$ cat src/rtl/instr_fetch_unit_if.sv
// Instruction-memory read bus: req/addr out from the fetch unit, ack/rdata/err back.
// mem_rdata and mem_err are only meaningful in a cycle where mem_ack is high.
interface instr_fetch_unit_if;
    logic        mem_req;
    logic [31:0] mem_addr;
    logic        mem_ack;
    logic [31:0] mem_rdata;
    logic        mem_err;

    modport master (
        output mem_req,
        output mem_addr,
        input  mem_ack,
        input  mem_rdata,
        input  mem_err
    );

    modport slave (
        input  mem_req,
        input  mem_addr,
        output mem_ack,
        output mem_rdata,
        output mem_err
    );
endinterface

$ cat src/rtl/instr_fetch_unit.sv
// Instruction-fetch front end: one req/ack read per fetch_start, with halt-word
// substitution and a sticky fault code on misalignment, bus error or timeout.
module instr_fetch_unit #(
    parameter int unsigned TIMEOUT     = 15,
    parameter logic [31:0] HALT_INSTR  = 32'hFC00_0000,
    parameter logic [31:0] RESET_INSTR = 32'h0000_0000
) (
    input  logic                      clk,
    input  logic                      rst_n,
    instr_fetch_unit_if.master        mem,
    input  logic                      fetch_start_i,
    input  logic [31:0]               pc_i,
    input  logic                      fault_clr_i,
    output logic [31:0]               instr_out_o,
    output logic [31:0]               fetch_pc_o,
    output logic                      instr_valid_o,
    output logic                      busy_o,
    output logic                      fetch_fault_o,
    output logic [1:0]                fault_code_o
);

    typedef enum logic [0:0] {
        IDLE = 1'b0,
        REQ  = 1'b1
    } state_t;

    localparam logic [1:0] CODE_NONE     = 2'b00;
    localparam logic [1:0] CODE_MISALIGN = 2'b01;
    localparam logic [1:0] CODE_BUSERR   = 2'b10;
    localparam logic [1:0] CODE_TIMEOUT  = 2'b11;

    // Last REQ cycle index; the edge ending that cycle fires the timeout.
    localparam logic [7:0] CNT_LAST = 8'(TIMEOUT - 1);

    state_t      state_q;
    logic        mem_req_q;
    logic [31:0] mem_addr_q;
    logic [7:0]  cnt_q;
    logic [7:0]  cnt_d;
    logic [31:0] instr_q;
    logic [31:0] fetch_pc_q;
    logic        valid_q;
    logic        fault_q;
    logic [1:0]  code_q;

    logic        pc_aligned;
    logic        timeout_hit;

    assign pc_aligned  = (pc_i[1:0] == 2'b00);
    assign timeout_hit = (cnt_q == CNT_LAST);
    assign cnt_d       = cnt_q + 8'd1;

    always_ff @(posedge clk or negedge rst_n) begin
        if (!rst_n) begin
            state_q    <= IDLE;
            mem_req_q  <= 1'b0;
            mem_addr_q <= 32'h0;
            cnt_q      <= 8'd0;
            instr_q    <= RESET_INSTR;
            fetch_pc_q <= 32'h0;
            valid_q    <= 1'b0;
            fault_q    <= 1'b0;
            code_q     <= CODE_NONE;
        end else begin
            valid_q <= 1'b0;

            // A fault raised at this same edge overrides the clear below.
            if (fault_clr_i) begin
                fault_q <= 1'b0;
                code_q  <= CODE_NONE;
            end

            case (state_q)
                IDLE: begin
                    if (fetch_start_i) begin
                        if (pc_aligned) begin
                            mem_addr_q <= pc_i;
                            mem_req_q  <= 1'b1;
                            cnt_q      <= 8'd0;
                            state_q    <= REQ;
                        end else begin
                            instr_q    <= HALT_INSTR;
                            fetch_pc_q <= pc_i;
                            valid_q    <= 1'b1;
                            fault_q    <= 1'b1;
                            code_q     <= CODE_MISALIGN;
                        end
                    end
                end

                REQ: begin
                    // An ack coinciding with the timeout edge counts as a normal completion.
                    if (mem.mem_ack) begin
                        instr_q    <= mem.mem_err ? HALT_INSTR : mem.mem_rdata;
                        fetch_pc_q <= mem_addr_q;
                        valid_q    <= 1'b1;
                        mem_req_q  <= 1'b0;
                        state_q    <= IDLE;
                        if (mem.mem_err) begin
                            fault_q <= 1'b1;
                            code_q  <= CODE_BUSERR;
                        end
                    end else if (timeout_hit) begin
                        instr_q    <= HALT_INSTR;
                        fetch_pc_q <= mem_addr_q;
                        valid_q    <= 1'b1;
                        mem_req_q  <= 1'b0;
                        state_q    <= IDLE;
                        fault_q    <= 1'b1;
                        code_q     <= CODE_TIMEOUT;
                    end else begin
                        cnt_q <= cnt_d;
                    end
                end

                default: begin
                    state_q   <= IDLE;
                    mem_req_q <= 1'b0;
                end
            endcase
        end
    end

    assign mem.mem_req   = mem_req_q;
    assign mem.mem_addr  = mem_addr_q;
    assign instr_out_o   = instr_q;
    assign fetch_pc_o    = fetch_pc_q;
    assign instr_valid_o = valid_q;
    assign busy_o        = (state_q == REQ);
    assign fetch_fault_o = fault_q;
    assign fault_code_o  = code_q;

endmodule

$ cat src/flat_wrapper.sv
// flat-port wrapper written by rule: the top's interface ports become plain ports
module instr_fetch_unit_flat 
#(
    parameter int unsigned TIMEOUT     = 15,
    parameter logic [31:0] HALT_INSTR  = 32'hFC00_0000,
    parameter logic [31:0] RESET_INSTR = 32'h0000_0000
)
  (clk, rst_n, fetch_start_i, pc_i, fault_clr_i, instr_out_o, fetch_pc_o, instr_valid_o, busy_o, fetch_fault_o, fault_code_o, mem_mem_req, mem_mem_addr, mem_mem_ack, mem_mem_rdata, mem_mem_err);
  instr_fetch_unit_if mem_i ();
  input  logic clk;
  input  logic rst_n;
  input  logic fetch_start_i;
  input  logic [31:0] pc_i;
  input  logic fault_clr_i;
  output logic [31:0] instr_out_o;
  output logic [31:0] fetch_pc_o;
  output logic instr_valid_o;
  output logic busy_o;
  output logic fetch_fault_o;
  output logic [1:0] fault_code_o;
  output wire logic [$bits(mem_i.mem_req)-1:0] mem_mem_req;
  output wire logic [$bits(mem_i.mem_addr)-1:0] mem_mem_addr;
  input wire logic [$bits(mem_i.mem_ack)-1:0] mem_mem_ack;
  input wire logic [$bits(mem_i.mem_rdata)-1:0] mem_mem_rdata;
  input wire logic [$bits(mem_i.mem_err)-1:0] mem_mem_err;
  assign mem_mem_req = mem_i.mem_req;
  assign mem_mem_addr = mem_i.mem_addr;
  assign mem_i.mem_ack = mem_mem_ack;
  assign mem_i.mem_rdata = mem_mem_rdata;
  assign mem_i.mem_err = mem_mem_err;
  instr_fetch_unit #(.TIMEOUT(TIMEOUT), .HALT_INSTR(HALT_INSTR), .RESET_INSTR(RESET_INSTR)) u_core (.clk(clk), .rst_n(rst_n), .mem(mem_i), .fetch_start_i(fetch_start_i), .pc_i(pc_i), .fault_clr_i(fault_clr_i), .instr_out_o(instr_out_o), .fetch_pc_o(fetch_pc_o), .instr_valid_o(instr_valid_o), .busy_o(busy_o), .fetch_fault_o(fetch_fault_o), .fault_code_o(fault_code_o));
endmodule
$ cat config.mk
export PLATFORM = sky130hd
export DESIGN_NAME = instr_fetch_unit_flat
export DESIGN_NICKNAME = d
export VERILOG_FILES = /design/src/rtl/instr_fetch_unit_if.sv /design/src/rtl/instr_fetch_unit.sv /design/src/flat_wrapper.sv
export SDC_FILE = /design/constraint.sdc
export NUM_CORES = 1
export LEC_CHECK = 0
export BUFFER_PORTS_ARGS = -buffer_cell sky130_fd_sc_hd__buf_2
export CORE_MARGIN = 1
export CORE_UTILIZATION = 35
export CTS_BUF_LIST = sky130_fd_sc_hd__clkbuf_4 sky130_fd_sc_hd__clkbuf_8
export DETAILED_ROUTE_END_ITERATION = 16
export PLACE_DENSITY = 0.69
export SYNTH_ARGS = -nofsm -noshare
export SYNTH_HDL_FRONTEND = slang
export SYNTH_SLANG_ARGS = --single-unit
$ cat constraint.sdc
create_clock -name clk -period 1.87 [get_ports clk]
set_input_delay 0.374 -clock clk [delete_from_list [all_inputs] [get_ports clk]]
set_output_delay 0.374 -clock clk [all_outputs]
set_load 0.01 [all_outputs]
# Yosys cells after proc, flatten, opt, wreduce, memory -nomap -nowiden
# Cells that the tools add are included.
[totals]
ff_bits = 110
elab_cells = 68
out_inout_bits = 102
inputBits = 70
[op_classes]
addsub = 1
eq_ne = 7
bitwise = 1
reduce_logical = 5
mux = 45
[ops]
columns = ["cell", "n"]
rows = [
  ["$mux 32", 9],
  ["$pmux 32 s2", 2],
  ["$mux 8", 4],
  ["$mux 1", 18],
  ["$pmux 8 s2", 1],
  ["$mux 2", 6],
  ["$reduce_and 3->1", 3],
  ["$add 8x1->8 const B", 1],
  ["$eq 8x4->1 const B", 1],
  ["$ne 2x2->1 const B", 4],
  ["$pmux 1 s2", 4],
  ["$pmux 2 s2", 1],
  ["$reduce_and 4->1", 1],
  ["$ne 3x3->1 const B", 1],
  ["$logic_not 2->1", 1],
  ["$ne 2x1->1 const B", 1],
  ["$not 1->1", 1],
]

# Depth between registers and ports, before layout
[depth]
ltp_word = 4
mapped_depth = 9
depth_no_buf = 7

# Least setup slack after synthesis
# Ideal clock, no wire load.
[synth_path]
kind = "register -> register"
from = "register u_core.cnt_q[0]"
to = "register u_core.fetch_pc_q[20], in the netlist u_core.fetch_pc_o[20]"
n_path_buf = 2
arrival_ns = 1.715
path_stages_with_launch = 10
setup_time_ns = 0.123
period_less_slack_ns = 1.837
required_time_ns = 1.747
slack_ns = 0.033
cell_sequence = "dfrtp_1 inv_1 ha_1 nand4b_1 o21bai_4 a21oi_4 inv_2 buf_6 buf_6 o221a_2"
[synth_between]
elab_chain_len = 3
[synth_lines]
columns = ["item", "line", "text"]
rows = [
  ["start: declaration", "instr_fetch_unit.sv:38", "logic [7:0] cnt_q;"],
  ["start signal: assignment", "instr_fetch_unit.sv:112", "cnt_q <= cnt_d;"],
  ["$eq 8x4->1", "instr_fetch_unit.sv:50", "assign timeout_hit = (cnt_q == CNT_LAST);"],
  ["$ne 3x3->1 (no line)", "-", ""],
  ["$reduce_and 3->1 (no line)", "-", ""],
  ["end signal: assignment", "instr_fetch_unit.sv:83", "fetch_pc_q <= pc_i;"],
  ["end signal: assignment", "instr_fetch_unit.sv:95", "fetch_pc_q <= mem_addr_q;"],
  ["end signal: assignment", "instr_fetch_unit.sv:105", "fetch_pc_q <= mem_addr_q;"],
  ["end: declaration", "instr_fetch_unit.sv:41", "logic [31:0] fetch_pc_q;"],
]
# Every way passes these cells.
# A chain may end at the register's enable or synchronous reset.

# Worst setup path in the final report
[layout_path]
from = "register u_core.cnt_q[0]"
to = "register u_core.instr_q[12], in the netlist u_core.instr_out_o[12]"
[layout_between]
elab_chain_len = 3
[layout_lines]
columns = ["item", "line", "text"]
rows = [
  ["$eq 8x4->1", "instr_fetch_unit.sv:50", ""],
  ["$ne 3x3->1 (no line)", "-", ""],
  ["$reduce_and 3->1 (no line)", "-", ""],
  ["end signal: assignment", "instr_fetch_unit.sv:94", "instr_q <= mem.mem_err ? HALT_INSTR : mem.mem_rdata;"],
  ["end: declaration", "instr_fetch_unit.sv:40", "logic [31:0] instr_q;"],
]
# Every way passes these cells.

==> out/results.txt <==
critical path arrival -> 1.99 ns
largest net degree at the start of global routing -> 45
cells after synthesis -> 324
class of the worst hold path -> primary input to flop
Least-Margin Pin Slew -> 0.494 ns
Die H -> 115 um
H-Tree Depth -> 3
number of max-cap violations -> 0
CTS buffer count -> 9
CTS Buffer Depth -> 2
synthesis-stage register bit count -> 110
Finish-stage setup viols -> 0
CP max stage delay -> 0.41 ns
Top FF cell, synth -> dfrtp_1
Mapped Nets -> 396
post-route cell area -> 0.00588 mm^2
crit start category -> flop
post-route ant nets -> 0
RSZ-0062 raised after global routing -> no
vias per cell -> 5.13
CP Capture Type -> flop
via count -> 3,456
EDFF count, synth -> 0
Synth cell types -> 42
critical path type -> flop to flop
Worst-Skew Late Latency -> 0.38 ns
achievable frequency -> 582 MHz
WL final -> 10.7 mm
dpl cell area -> 0.00564 mm^2
DR pass1 iterations -> 4
met3 WL -> 706 um
Layout area overhead -> 31.1%
Max Slew Vio Count -> 0
width of the die -> 115 um
synth warn -> 0
Final GP Congestion -> 0.793
slowest cell on the critical path -> dfrtp_1
total die area -> 0.0133 mm^2
DR top layer -> met4
Slew HR -> 67.1%
Max Clock Skew -> 0.00907 ns
vias in the first global route -> 3,448
ANT cells -> 0
Row Count -> 40
Critical path buffers and inverters -> 2
peak supply drop -> 345 uV
first-pass GRT wire length -> 17.6 mm
final hold viol count -> 0
Root Driver -> clkbuf_8
synth top area cells -> dfrtp_1, mux2_2, o221a_2
status -> completed
DR iter-0 viols -> 197
Yosys top cell by area -> dfrtp_1
Crit path max-delay family -> compound AO/OA/AOI/OAI gates
post-CTS setup repair buffer count -> 0
Ports -> 172
DR WL/cell -> 15.9 um
post-route setup TNS -> 0 ns
Sink Count -> 110
Syn Std Cell Area -> 0.00449 mm^2
gr ovfl total -> 0
Final HPWL DP -> 7.58 mm
Pwr Density -> 1010 mW/mm^2
Reg clk slew, reported paths -> 0.10 ns
WL met1 -> 4.99 mm
Syn Area/Cell -> 13.8 um^2
PortBufs -> 171
final cycle utilization of the critical path -> 91.9%
CP Max Fanout -> 26
share of cells above drive strength 1 -> 54.5%
Static Leak -> 2.79 nW
TritonCTS clock tree -> yes
ys async rst share -> 100%
total DRC errors in the routed layout -> 0
CP Data Required Time -> 2.14 ns
core area -> 0.0123 mm^2
Yosys top cell area share -> 61.4%
sequential fraction of the synthesis area -> 61.4%
Nets -> 574
critical path, cell by cell -> inv_1 > ha_1 > nand4b_1 > o21bai_4 > a21oi_4 > buf_4 > a22o_1
antenna violations before repair -> 0
initial core utilization -> 36.6%
gr usage total -> 17.2%
post-layout min period -> 1.72 ns
met2 wire len -> 4.90 mm
==> power by group <==
group	switching (W)	total, W	leakage [nW]	internal, W
Clock	0.000814	0.00160	0.113	0.000789
Combinational	0.000654	0.00134	1.34	0.000681
Sequential	0.000249	0.00300	1.34	0.00275
Total	0.00172	0.00593	2.79	0.00422
==> metrics by stage <==
stage / cells / hold WS, ns / power, W / utilization [%] / worst slack [ns]
floorplan: 324 / 0.0784 / 0.00371 / - / 0.0328
finish: 674 / 0.204 / 0.00593 / 47.9 / 0.151
global route: 674 / 0.175 / 0.00627 / 47.9 / 0.0180
global placement: 658 / 0.358 / 0.00435 / 46.0 / -0.0659
detailed placement: 658 / 0.370 / 0.00439 / 46.0 / -0.132
CTS: 674 / 0.175 / 0.00600 / 47.9 / 0.0922
==> cell usage after synthesis (all sizes together), types with 5 or more instances <==
cell / number
buf: 11
nor2b: 5
nand2b: 5
dfrtp: 110
a22o: 26
or3: 33
nand2: 7
a31oi: 7
mux2: 30
o22a: 6
o221a: 32
clkbuf: 12
==> per-layer routing <==
layer | global-route usage, % | vias up
met2 | 27.4 | 138
met1 | 22.6 | 1706
met5 | 0 | -
li1 | - | 1598
met4 | 5.89 | 0
met3 | 4.64 | 14
==> placed cells by master (no fill, tap or decap), drive strengths merged, types with 4 or more instances in the layout <==
| cell type | n |
|---|---|
| a22o | 26 |
| a31oi | 7 |
| buf | 189 |
| clkbuf | 10 |
| dfrtp | 110 |
| inv | 4 |
| mux2 | 30 |
| nand2 | 7 |
| nand2b | 5 |
| nor2b | 5 |
| o21ai | 4 |
| o221a | 32 |
| o22a | 6 |
| or3 | 33 |
==> sequential cells by signal, indices dropped and copies added, names as in the netlist <==
register,count
u_core.instr_valid_o,1
u_core.instr_out_o,32
u_core.cnt_q,8
u_core.mem.mem_req,1
u_core.fetch_fault_o,1
u_core.fetch_pc_o,32
u_core.mem.mem_addr,32
u_core.fault_code_o,2
u_core.busy_o,1
==> area by class of cell <==
class | instances | area [um^2]
fill | 1094 | 6380
sequential | 110 | 2750
multi-input combinational | 188 | 1630
timing repair buffer | 190 | 1050
tap | 168 | 210
clock buffer | 10 | 138
clock inverter | 5 | 82.6
inverter | 3 | 16.3
==> cell families (layout without fill, tap and decap cells) <==
| family | count (synthesis) | count (layout) | synth area share [%] |
|---|---|---|---|
| muxes | 31 | 31 | 7.75 |
| and+or+nand+nor | 66 | 66 | 9.04 |
| buffers and inverters | 26 | 208 | 2.76 |
| DFF | 110 | 110 | 61.4 |
| AOI/OAI and AO/OA | 89 | 89 | 18.5 |
| adders and majority gates | 2 | 2 | 0.558 |
==> final timing paths <==
kind / end / from / slack [ns] / cells after the start
max reg2reg: u_core.instr_out_o[12]$_DFFE_PN0P_ / u_core.cnt_q[0]$_DFFE_PN0P_ / 0.15 / 7
min reg2reg: u_core.mem.mem_req$_DFFE_PN0P_ / u_core.mem.mem_req$_DFFE_PN0P_ / 0.51 / 1
max in group asynchronous: u_core.instr_out_o[19]$_DFFE_PN0P_ / rst_n / 0.78 / 3
min: u_core.instr_out_o[30]$_DFFE_PN0P_ / mem_mem_rdata[30] / 0.20 / 2
min in group asynchronous: u_core.fetch_pc_o[12]$_DFFE_PN0P_ / rst_n / 0.48 / 2
max: u_core.instr_out_o[12]$_DFFE_PN0P_ / u_core.cnt_q[0]$_DFFE_PN0P_ / 0.15 / 7
==> repair_timing <==
item / in CTS / in global routing
gates resized for setup: 1 / 3
hold buffers: 1 / 0
hold endpoints to repair: 33 / 0
endpoints found under the setup margin: 38 / 36
No activity file was read; power rests on OpenSTA's default activity.
